### src/rtl/irq_dispatch_pkg.sv
// Shared types and constants for the interrupt dispatcher: FSM encoding,
// interrupt code width and the code-to-vector mapping used by the counter.
package irq_dispatch_pkg;

  localparam int CODE_W   = 3;
  localparam int VEC_BASE = 2;

  typedef enum logic [1:0] {
    IDLE = 2'd0,
    REQ  = 2'd1,
    SVC  = 2'd2,
    GAP  = 2'd3
  } state_t;

  typedef logic [CODE_W-1:0] code_t;

  // Code c lands on vector c+1, so code 1 is the first vector at VEC_BASE.
  function automatic logic [3:0] code_to_vec(code_t c);
    return 4'(c) + 4'(VEC_BASE - 1);
  endfunction

endpackage

### src/rtl/irq_sync_edge.sv
// Single-bit synchroniser of SYNC_STAGES flops followed by a rising-edge
// detector; rise is high for exactly one cycle per low-to-high transition.
module irq_sync_edge #(
  parameter int SYNC_STAGES = 2
) (
  input  logic clk,
  input  logic rst,
  input  logic d,
  output logic rise
);

  logic [SYNC_STAGES-1:0] chain;
  logic                   prev;

  always_ff @(posedge clk) begin
    if (!rst) begin
      chain <= '0;
      prev  <= 1'b0;
    end else begin
      // NOTE: non-blocking assignments make every stage take the previous
      // stage's old value, so the loop order does not matter.
      chain[0] <= d;
      for (int i = 1; i < SYNC_STAGES; i++) chain[i] <= chain[i-1];
      prev <= chain[SYNC_STAGES-1];
    end
  end

  assign rise = chain[SYNC_STAGES-1] & ~prev;

endmodule

### src/rtl/irq_dispatch.sv
// Interrupt initiator: latches source edges, masks them, presents the
// highest-priority code to the counter and sequences REQ/SVC/GAP handshakes.
module irq_dispatch
  import irq_dispatch_pkg::*;
#(
  parameter int NSRC        = 7,
  parameter int SYNC_STAGES = 2,
  parameter int REQ_TIMEOUT = 255
) (
  input  logic            clk,
  input  logic            rst,
  input  logic [NSRC-1:0] src,
  input  logic            mask_we,
  input  logic [NSRC-1:0] mask_wdata,
  output logic [NSRC-1:0] mask,
  output logic [NSRC-1:0] pending,
  input  logic            inter,
  input  logic            eirq,
  output logic            irq1,
  output logic            irq2,
  output logic            irq3,
  output logic            busy,
  output logic [2:0]      active
);

  localparam logic [7:0] TO_LAST = 8'(REQ_TIMEOUT - 1);

  state_t          state, state_n;
  code_t           active_n, winner;
  logic [7:0]      timer, timer_n;
  logic [NSRC-1:0] rise, clr_vec, pending_n, mask_n;

  for (genvar g = 0; g < NSRC; g++) begin : g_sync
    irq_sync_edge #(.SYNC_STAGES(SYNC_STAGES)) u_sync (
      .clk  (clk),
      .rst  (rst),
      .d    (src[g]),
      .rise (rise[g])
    );
  end

  // Highest index wins; source i is code i+1, code 0 means nothing to send.
  function automatic code_t pick(logic [NSRC-1:0] req);
    code_t c = '0;
    for (int i = 0; i < NSRC; i++) if (req[i]) c = code_t'(i + 1);
    return c;
  endfunction

  always_comb begin
    // NOTE: every combinational output gets a default first so no path
    // through the case statement can infer a latch.
    state_n  = state;
    active_n = active;
    timer_n  = timer;
    clr_vec  = '0;
    winner   = pick(pending & mask);

    case (state)
      IDLE: begin
        if (winner != '0) begin
          active_n = winner;
          timer_n  = '0;
          state_n  = REQ;
        end
      end
      REQ: begin
        if (inter) begin
          state_n = SVC;
        end else if (timer == TO_LAST) begin
          active_n = '0;
          state_n  = GAP;
        end else begin
          timer_n = timer + 8'd1;
        end
      end
      SVC: begin
        if (eirq) begin
          clr_vec  = NSRC'(1) << (active - code_t'(1));
          active_n = '0;
          state_n  = GAP;
        end
      end
      GAP:     state_n = IDLE;
      default: state_n = IDLE;
    endcase

    // A fresh edge arriving with the retire keeps the source pending.
    pending_n = (pending & ~clr_vec) | rise;
    mask_n    = mask_we ? mask_wdata : mask;
  end

  always_ff @(posedge clk) begin
    if (!rst) begin
      state   <= IDLE;
      active  <= '0;
      timer   <= '0;
      pending <= '0;
      mask    <= '0;
      busy    <= 1'b0;
    end else begin
      state   <= state_n;
      active  <= active_n;
      timer   <= timer_n;
      pending <= pending_n;
      mask    <= mask_n;
      busy    <= (state_n != IDLE);
    end
  end

  // active is zero outside REQ/SVC, so the code lines follow it directly.
  assign {irq3, irq2, irq1} = active;

endmodule

### config.mk
export PLATFORM = sky130hd
export DESIGN_NAME = irq_dispatch
export DESIGN_NICKNAME = d
export VERILOG_FILES = /design/src/rtl/irq_dispatch_pkg.sv /design/src/rtl/irq_sync_edge.sv /design/src/rtl/irq_dispatch.sv
export SDC_FILE = /design/constraint.sdc
export NUM_CORES = 1
export LEC_CHECK = 0
export ABC_AREA = 1
export ABC_CLOCK_PERIOD_IN_PS = 1700
export CAP_MARGIN = 20
export CORE_MARGIN = 2
export CORE_UTILIZATION = 45
export CTS_CLUSTER_SIZE = 28
export DETAILED_ROUTE_END_ITERATION = 8
export GPL_TIMING_DRIVEN = 0
export PLACE_DENSITY = 0.78
export SETUP_SLACK_MARGIN = 0.05
export SYNTH_ARGS = -nofsm -noshare
export SYNTH_HDL_FRONTEND = slang
export SYNTH_SLANG_ARGS = --single-unit
### constraint.sdc
create_clock -name clk -period 1.7 [get_ports clk]
set_clock_uncertainty 0.1 [all_clocks]
set_input_delay 0.34 -clock clk [delete_from_list [all_inputs] [get_ports clk]]
set_output_delay 0.34 -clock clk [all_outputs]
set_load 0.02 [all_outputs]
==> reports/qor.yml, run 1 <==
placementRows: 24
yosysWarnings: 0
p_per_area_nw_per_um2: 1270
cts_inserted_buffers: 5
cts_num_sinks: 49
min-delay-start: "g_sync[5].u_sync.chain[0]$_SDFF_PN0_"
first_iter_violations: 214
post-route-drc-count: 0
whs_ns: 0.320
hold_path_class: "flip-flop to flip-flop"
end_kind: "flip-flop"
rr_endpoint: "busy$_SDFF_PN0_"
final_antenna_net_count: 0
syn_to_final_growth_pct: 39.2
clk_pin_slew_ns: 0.10
vias: 2019
p_sw_mw: 1.43
cp_slowest_cell: "dfxtp_1"
start_util_pct: 47.6
reg2reg_from: "timer[2]$_SDFFE_PN0P_"
routedWlPerCell_microns: 12.8
pwr-share-clk_pct: 20.0
dp_worst_setup_slack_ns: -0.0531
cts_root_buf: "clkbuf_8"
multi_input_area_sq_um: 1020
design.die.area_sq_um: 5230
cts_tree: "done"
core_region_area_sq_um: 4410
reg2reg_depth: 9
grt_pass1_vias: 1728
grt_overflow: 0
max-slew-margin-rel_pct: 71.3
leakage_nw: 1.48
synth_edf_count: 0
crit_type: "flip-flop to flip-flop"
hold_end: "g_sync[5].u_sync.chain[1]$_SDFF_PN0_"
p_int_mw: 2.28
r2r_setup_slack_ns: 0.02
seqPwrFrac_pct: 39.7
startpoint_type: "flip-flop"
ir_worst_vdd_mv: 0.905
hold_viol_final: 0
ys_types: 30
period_minus_slack_ns: 1.68
yosysSeqAreaShare_pct: 46.7
setup_ws_ns: 0.0184
crit_chain: "inv_1 -> nor3_2 -> nand2_4 -> buf_4 -> o21ai_1 -> nand2_1 -> o21ai_0 -> nand2_1 -> nand2_1"
arrival_ns: 1.84
fin_util_pct: 66.2
hpwl_microns: 3240
final_cells: 398
grt_max_degree: 19
total_power_mw: 3.71
routed_via_density: 5.07
place.port_buffers: 39
antennaDiodeCount: 0
dr.pass1.iters: 4
drive_gt1_share_pct: 22.3
cp_common_cell: "nand2_1"
regArea_sq_um: 1000
max-cap-violations: 0
worst_pin_slew_ns: 0.430
num-nets-final: 370
drv_slew: 0
cp.required_ns: 1.85
setup_viol: 0
syn_area_sq_um: 2100
critPathMaxStageDelay_ns: 0.41
fp.dieW_microns: 72.3
holdPathStages: 2
comb_power_share_pct: 40.3
clock_path_buffers: 2
layout_commonest_cell: "nand2_1"
syn_avg_cell_area_sq_um: 7.35
grt_use_total_pct: 19.4
dp.cells: 377
pin_count: 40
synth_async_sr_flop_share_pct: 0
syn_nets: 311
post-route-period-util_pct: 98.9
die_h_microns: 72.3
fillCellCount: 346
status: "finished, final reports clean"
htreeDepth: 2
syn_inst: 286
grt_first_pass_wirelength_microns: 7860
final_cell_mix: "nand2_1 (63), nor2_1 (38), inv_1 (37), dfxtp_1 (37), dlygate4sd2_1 (20)"
cts_hold_buf: 0
clock.fmax_mhz: 595
rsz0062_at_grt: "true"
path_max_fanout: 5
ys_seq_elements: 49
antenna_found_initial: 0
gp_congestion: 0.867
synth-main-ff-cell: "dfxtp_1"
switching_share_pct: 38.5
wl_microns: 5110
clkLatencyLatePin_ns: 0.31
power by group through the flow:
stage	Clock, mW	Sequential [mW]	Combinational [mW]
2_1_floorplan	0	1.50	0.751
3_3_place_gp	0	1.46	1.12
3_5_place_dp	0	1.47	1.14
4_1_cts	0.747	1.45	1.16
5_1_grt	0.805	1.49	1.63
6_report	0.742	1.47	1.50
worst max path at each step:
stage | slack (ns) | depth (start not counted) | endpoint | startpoint
after floorplan | 0.19 | 8 | busy$_SDFF_PN0_ | state[0]$_SDFF_PN0_
after global placement | -0.03 | 9 | active[1]$_SDFFE_PN0P_ | eirq
after detailed placement | -0.05 | 4 | pending[6]$_SDFF_PN0_ | rst
after CTS | 0.05 | 10 | active[1]$_SDFFE_PN0P_ | state[0]$_SDFF_PN0_
after global routing | -0.04 | 10 | timer[6]$_SDFFE_PN0P_ | state[1]$_SDFF_PN0_
final | 0.02 | 9 | busy$_SDFF_PN0_ | timer[2]$_SDFFE_PN0P_
synthesized netlist by cell type, types with 2 or more instances:
master	n	area, sq um
nand2_2	2	12.5
nand2_1	70	263
o21ai_2	2	17.5
inv_1	42	158
clkbuf_1	2	7.51
nor2_1	42	158
nand3_1	16	80.1
dfxtp_1	49	981
o22ai_1	6	37.5
o31ai_1	3	22.5
buf_4	3	22.5
buf_2	3	15.0
o21ai_0	19	95.1
a21oi_1	6	30.0
ha_1	6	75.1
routing by layer:
layer / global-route usage (%) / wire length (microns)
met3: 3.89 / 280
met5: 0 / 0
met1: 25.2 / 2180
met4: 6.92 / 144
met2: 32.0 / 2500
area by class of cell:
type,instances,area share [%]
clock inverters,3,1.16
inverters,44,6.12
flip-flops and latches,49,34.2
clock buffers,5,2.35
multi-input cells,184,35.0
plain buffers,9,2.40
repair buffers,52,16.6
well taps,52,2.23
metrics by stage:
step / cell area (sq um) / setup TNS [ns]
after floorplan: 2100 / 0
after global placement: 2560 / -0.213
after detailed placement: 2560 / -0.439
after CTS: 2690 / 0
after global routing: 2920 / -0.213
final: 2920 / 0
cells by family (layout without fill, tap and decap cells):
group | count (synthesis) | in the layout | share of synthesized area (%)
compound gates | 39 | 39 | 11.2
fa+ha+maj | 6 | 6 | 3.57
buf+inv | 53 | 113 | 10.7
flops | 49 | 49 | 46.7
simple gates | 139 | 139 | 27.9
flip-flops by register name, indices dropped and copies added, names as in the netlist:
| signal | cells |
|---|---|
| active | 3 |
| busy | 1 |
| g_sync.u_sync.chain | 14 |
| g_sync.u_sync.prev | 7 |
| mask | 7 |
| pending | 7 |
| state | 2 |
| timer | 8 |
timing repair:
item | 4_1_cts | 5_1_grt
pin swaps | 4 | 12
gates cloned | 0 | 1
endpoints found under the setup margin | 35 | 20
buffers inserted | 3 | 9
resized for setup | 36 | 44
worst max-delay path, delay by kind of cell, from the launching register on:
kind | cells | cell delay [ns]
buffers and inverters | 2 | 0.26
DFF | 1 | 0.41
AOI/OAI and AO/OA | 2 | 0.22
and+or+nand+nor | 5 | 0.64
Power figures use the tool's default switching activity.
==> run 2, diff against run 1 <==
- CAP_MARGIN: 20 -> not set
- CORE_UTILIZATION: 45 -> 50
- PLACE_DENSITY: 0.78 -> 0.84
==> run 2 against run 1 <==
  * Setup slack got worse by 0.011 ns
  * Clock power is 0.8% lower
  * Critical path depth is the same
  * First-iteration DRC count down 28%
  * Cell area fell by 2.9%
  * Sequential share of layout area grew 0.76 points
  * Utilization increased by 4.2 points
  * Flip-flop and latch count unchanged
  * Wire length is 4.6% lower
  * Largest cell class unchanged
  * Total power decreased by 1.8%
  * Combinational power shrank 5%
==> reports/qor.yml, run 2 (synthesis gave the netlist of run 1 again) <==
hold_path_class: "flip-flop to flip-flop"
critPathMaxStageDelay_ns: 0.35
post-route-drc-count: 0
grt_first_pass_wirelength_microns: 7220
cp.required_ns: 1.80
cts_inserted_buffers: 5
total_power_mw: 3.64
num-nets-final: 367
drive_gt1_share_pct: 20.4
antenna_found_initial: 0
cts_root_buf: "clkbuf_8"
setup_ws_ns: 0.00744
post-route-period-util_pct: 99.6
hold_viol_final: 0
worst_pin_slew_ns: 0.422
pin_count: 40
gp_congestion: 0.899
cp_slowest_cell: "dfxtp_2"
end_kind: "flip-flop"
layout_commonest_cell: "nand2_1"
wl_microns: 4870
first_iter_violations: 155
drv_slew: 0
routed_via_density: 5.06
clock_path_buffers: 2
path_max_fanout: 8
arrival_ns: 1.80
dr.pass1.iters: 5
final_antenna_net_count: 0
cts_num_sinks: 49
p_per_area_nw_per_um2: 1280
grt_use_total_pct: 20.7
dp_worst_setup_slack_ns: -0.0496
grt_busiest_layer: "met2"
max-cap-violations: 0
vias: 1990
crit_chain: "inv_4 -> ha_4 -> clkinvlp_4 -> o21ai_2 -> inv_2 -> nand2_4 -> inv_6 -> nor2_1 -> nor2_1"
max-slew-margin-rel_pct: 71.9
final_cell_mix: "nand2_1 (65), dfxtp_1 (41), inv_1 (37)"
whs_ns: 0.308
grt_max_degree: 17
reg_top3: "g_sync.u_sync.chain (14), timer (8)"
critPathBufInv: 4
routedWlPerCell_microns: 12.4
startpoint_type: "flip-flop"
rsz0062_at_grt: "true"
core_region_area_sq_um: 4030
ir_worst_vdd_mv: 0.611
period_minus_slack_ns: 1.69
start_util_pct: 52.1
placementRows: 23
fp.dieW_microns: 68.8
grt.met3_usage_pct: 5.36
setup_viol: 0
hpwl_microns: 3060
fillCellCount: 317
grt.met2_usage_pct: 34.4
grt_pass1_vias: 1707
regArea_sq_um: 993
cp_common_cell: "nor2_1"
clkLatencyLatePin_ns: 0.30
met1_usage_pct: 25.2
leakage_nw: 1.45
multi_input_area_sq_um: 1000
design.die.area_sq_um: 4740
critical_path.top_delay_family: "buffers and inverters"
grt_overflow: 0
htreeDepth: 2
cts_tree: "done"
syn_to_final_growth_pct: 35.1
status: "finished, final reports clean"
clk_pin_slew_ns: 0.09
clock.fmax_mhz: 591
setup_tns_ns: 0
regMostFlops: "g_sync.u_sync.chain"
cts_hold_buf: 0
die_h_microns: 68.8
largest_reg_flops: 14
antennaDiodeCount: 0
r2r_setup_slack_ns: 0.007
place.port_buffers: 39
fin_util_pct: 70.5
crit_type: "flip-flop to flip-flop"
## run 2: cell count changes in the layout (fill, tap and decap cells not counted), moves of 2 or more
cell     before  now
buf_6         1    3
nor2_2        2    7
nor2_4        2    0
nor2_1       38   35
o21ai_1       1    3
buf_8         2    0
dfxtp_2      10    7
nand2_1      63   65
nand2_2       7    5
dfxtp_1      37   41
## run 2: path summary, 6_finish.rpt
check / startpoint / endpoint / cells after the start
min: g_sync[1].u_sync.chain[0]$_SDFF_PN0_ / g_sync[1].u_sync.chain[1]$_SDFF_PN0_ / 2
min reg2reg: g_sync[1].u_sync.chain[0]$_SDFF_PN0_ / g_sync[1].u_sync.chain[1]$_SDFF_PN0_ / 2
max: state[1]$_SDFF_PN0_ / timer[2]$_SDFFE_PN0P_ / 9
max reg2reg: state[1]$_SDFF_PN0_ / timer[2]$_SDFFE_PN0P_ / 9
## run 2: repair_timing
item	in CTS	in global routing
pin swaps	3	12
buffers inserted	6	5
hold endpoints to repair	0	0
setup endpoints to repair	33	16
resized for setup	33	37
## run 2: tightest hold or removal path: cells and delay by family (launching register included)
family                 cells  cell delay [ns]
DFF                        1             0.31
buffers and inverters      1             0.04
and+or+nand+nor            1             0.04
## run 2: through the flow
step                      std cells  cell area (sq um)
after floorplan                 286               2100
after global placement          375               2550
after detailed placement        375               2550
after CTS                       389               2700
after global routing            393               2840
final                           393               2840
## run 2: metal layers
metal / routed length, microns / part of all wire, %
met5: 0 / 0
met4: 114 / 2.3
met3: 304 / 6.2
met2: 2410 / 49
met1: 2050 / 42
## run 2: layout make-up
| class | count | share of cell area (%) |
|---|---|---|
| Tap cell | 50 | 2.20 |
| Clock buffer | 6 | 2.91 |
| Sequential cell | 49 | 35.0 |
| Timing Repair Buffer | 50 | 16.0 |
| Inverter | 44 | 6.30 |
| Multi-Input combinational cell | 184 | 35.2 |
| Clock inverter | 2 | 0.617 |
| Buffer | 8 | 1.81 |
## run 2: where the power goes
group / total (mW) / internal (mW) / switching [mW]
Combinational: 1.43 / 0.618 / 0.810
Clock: 0.736 / 0.338 / 0.398
Sequential: 1.48 / 1.31 / 0.166
Total: 3.64 / 2.27 / 1.37
==> run 3, diff against run 2 <==
- CTS_CLUSTER_SIZE: 28 -> not set
==> results of run 3 <==
No change in the layout: final DEF, timing and power equal those of run 2.
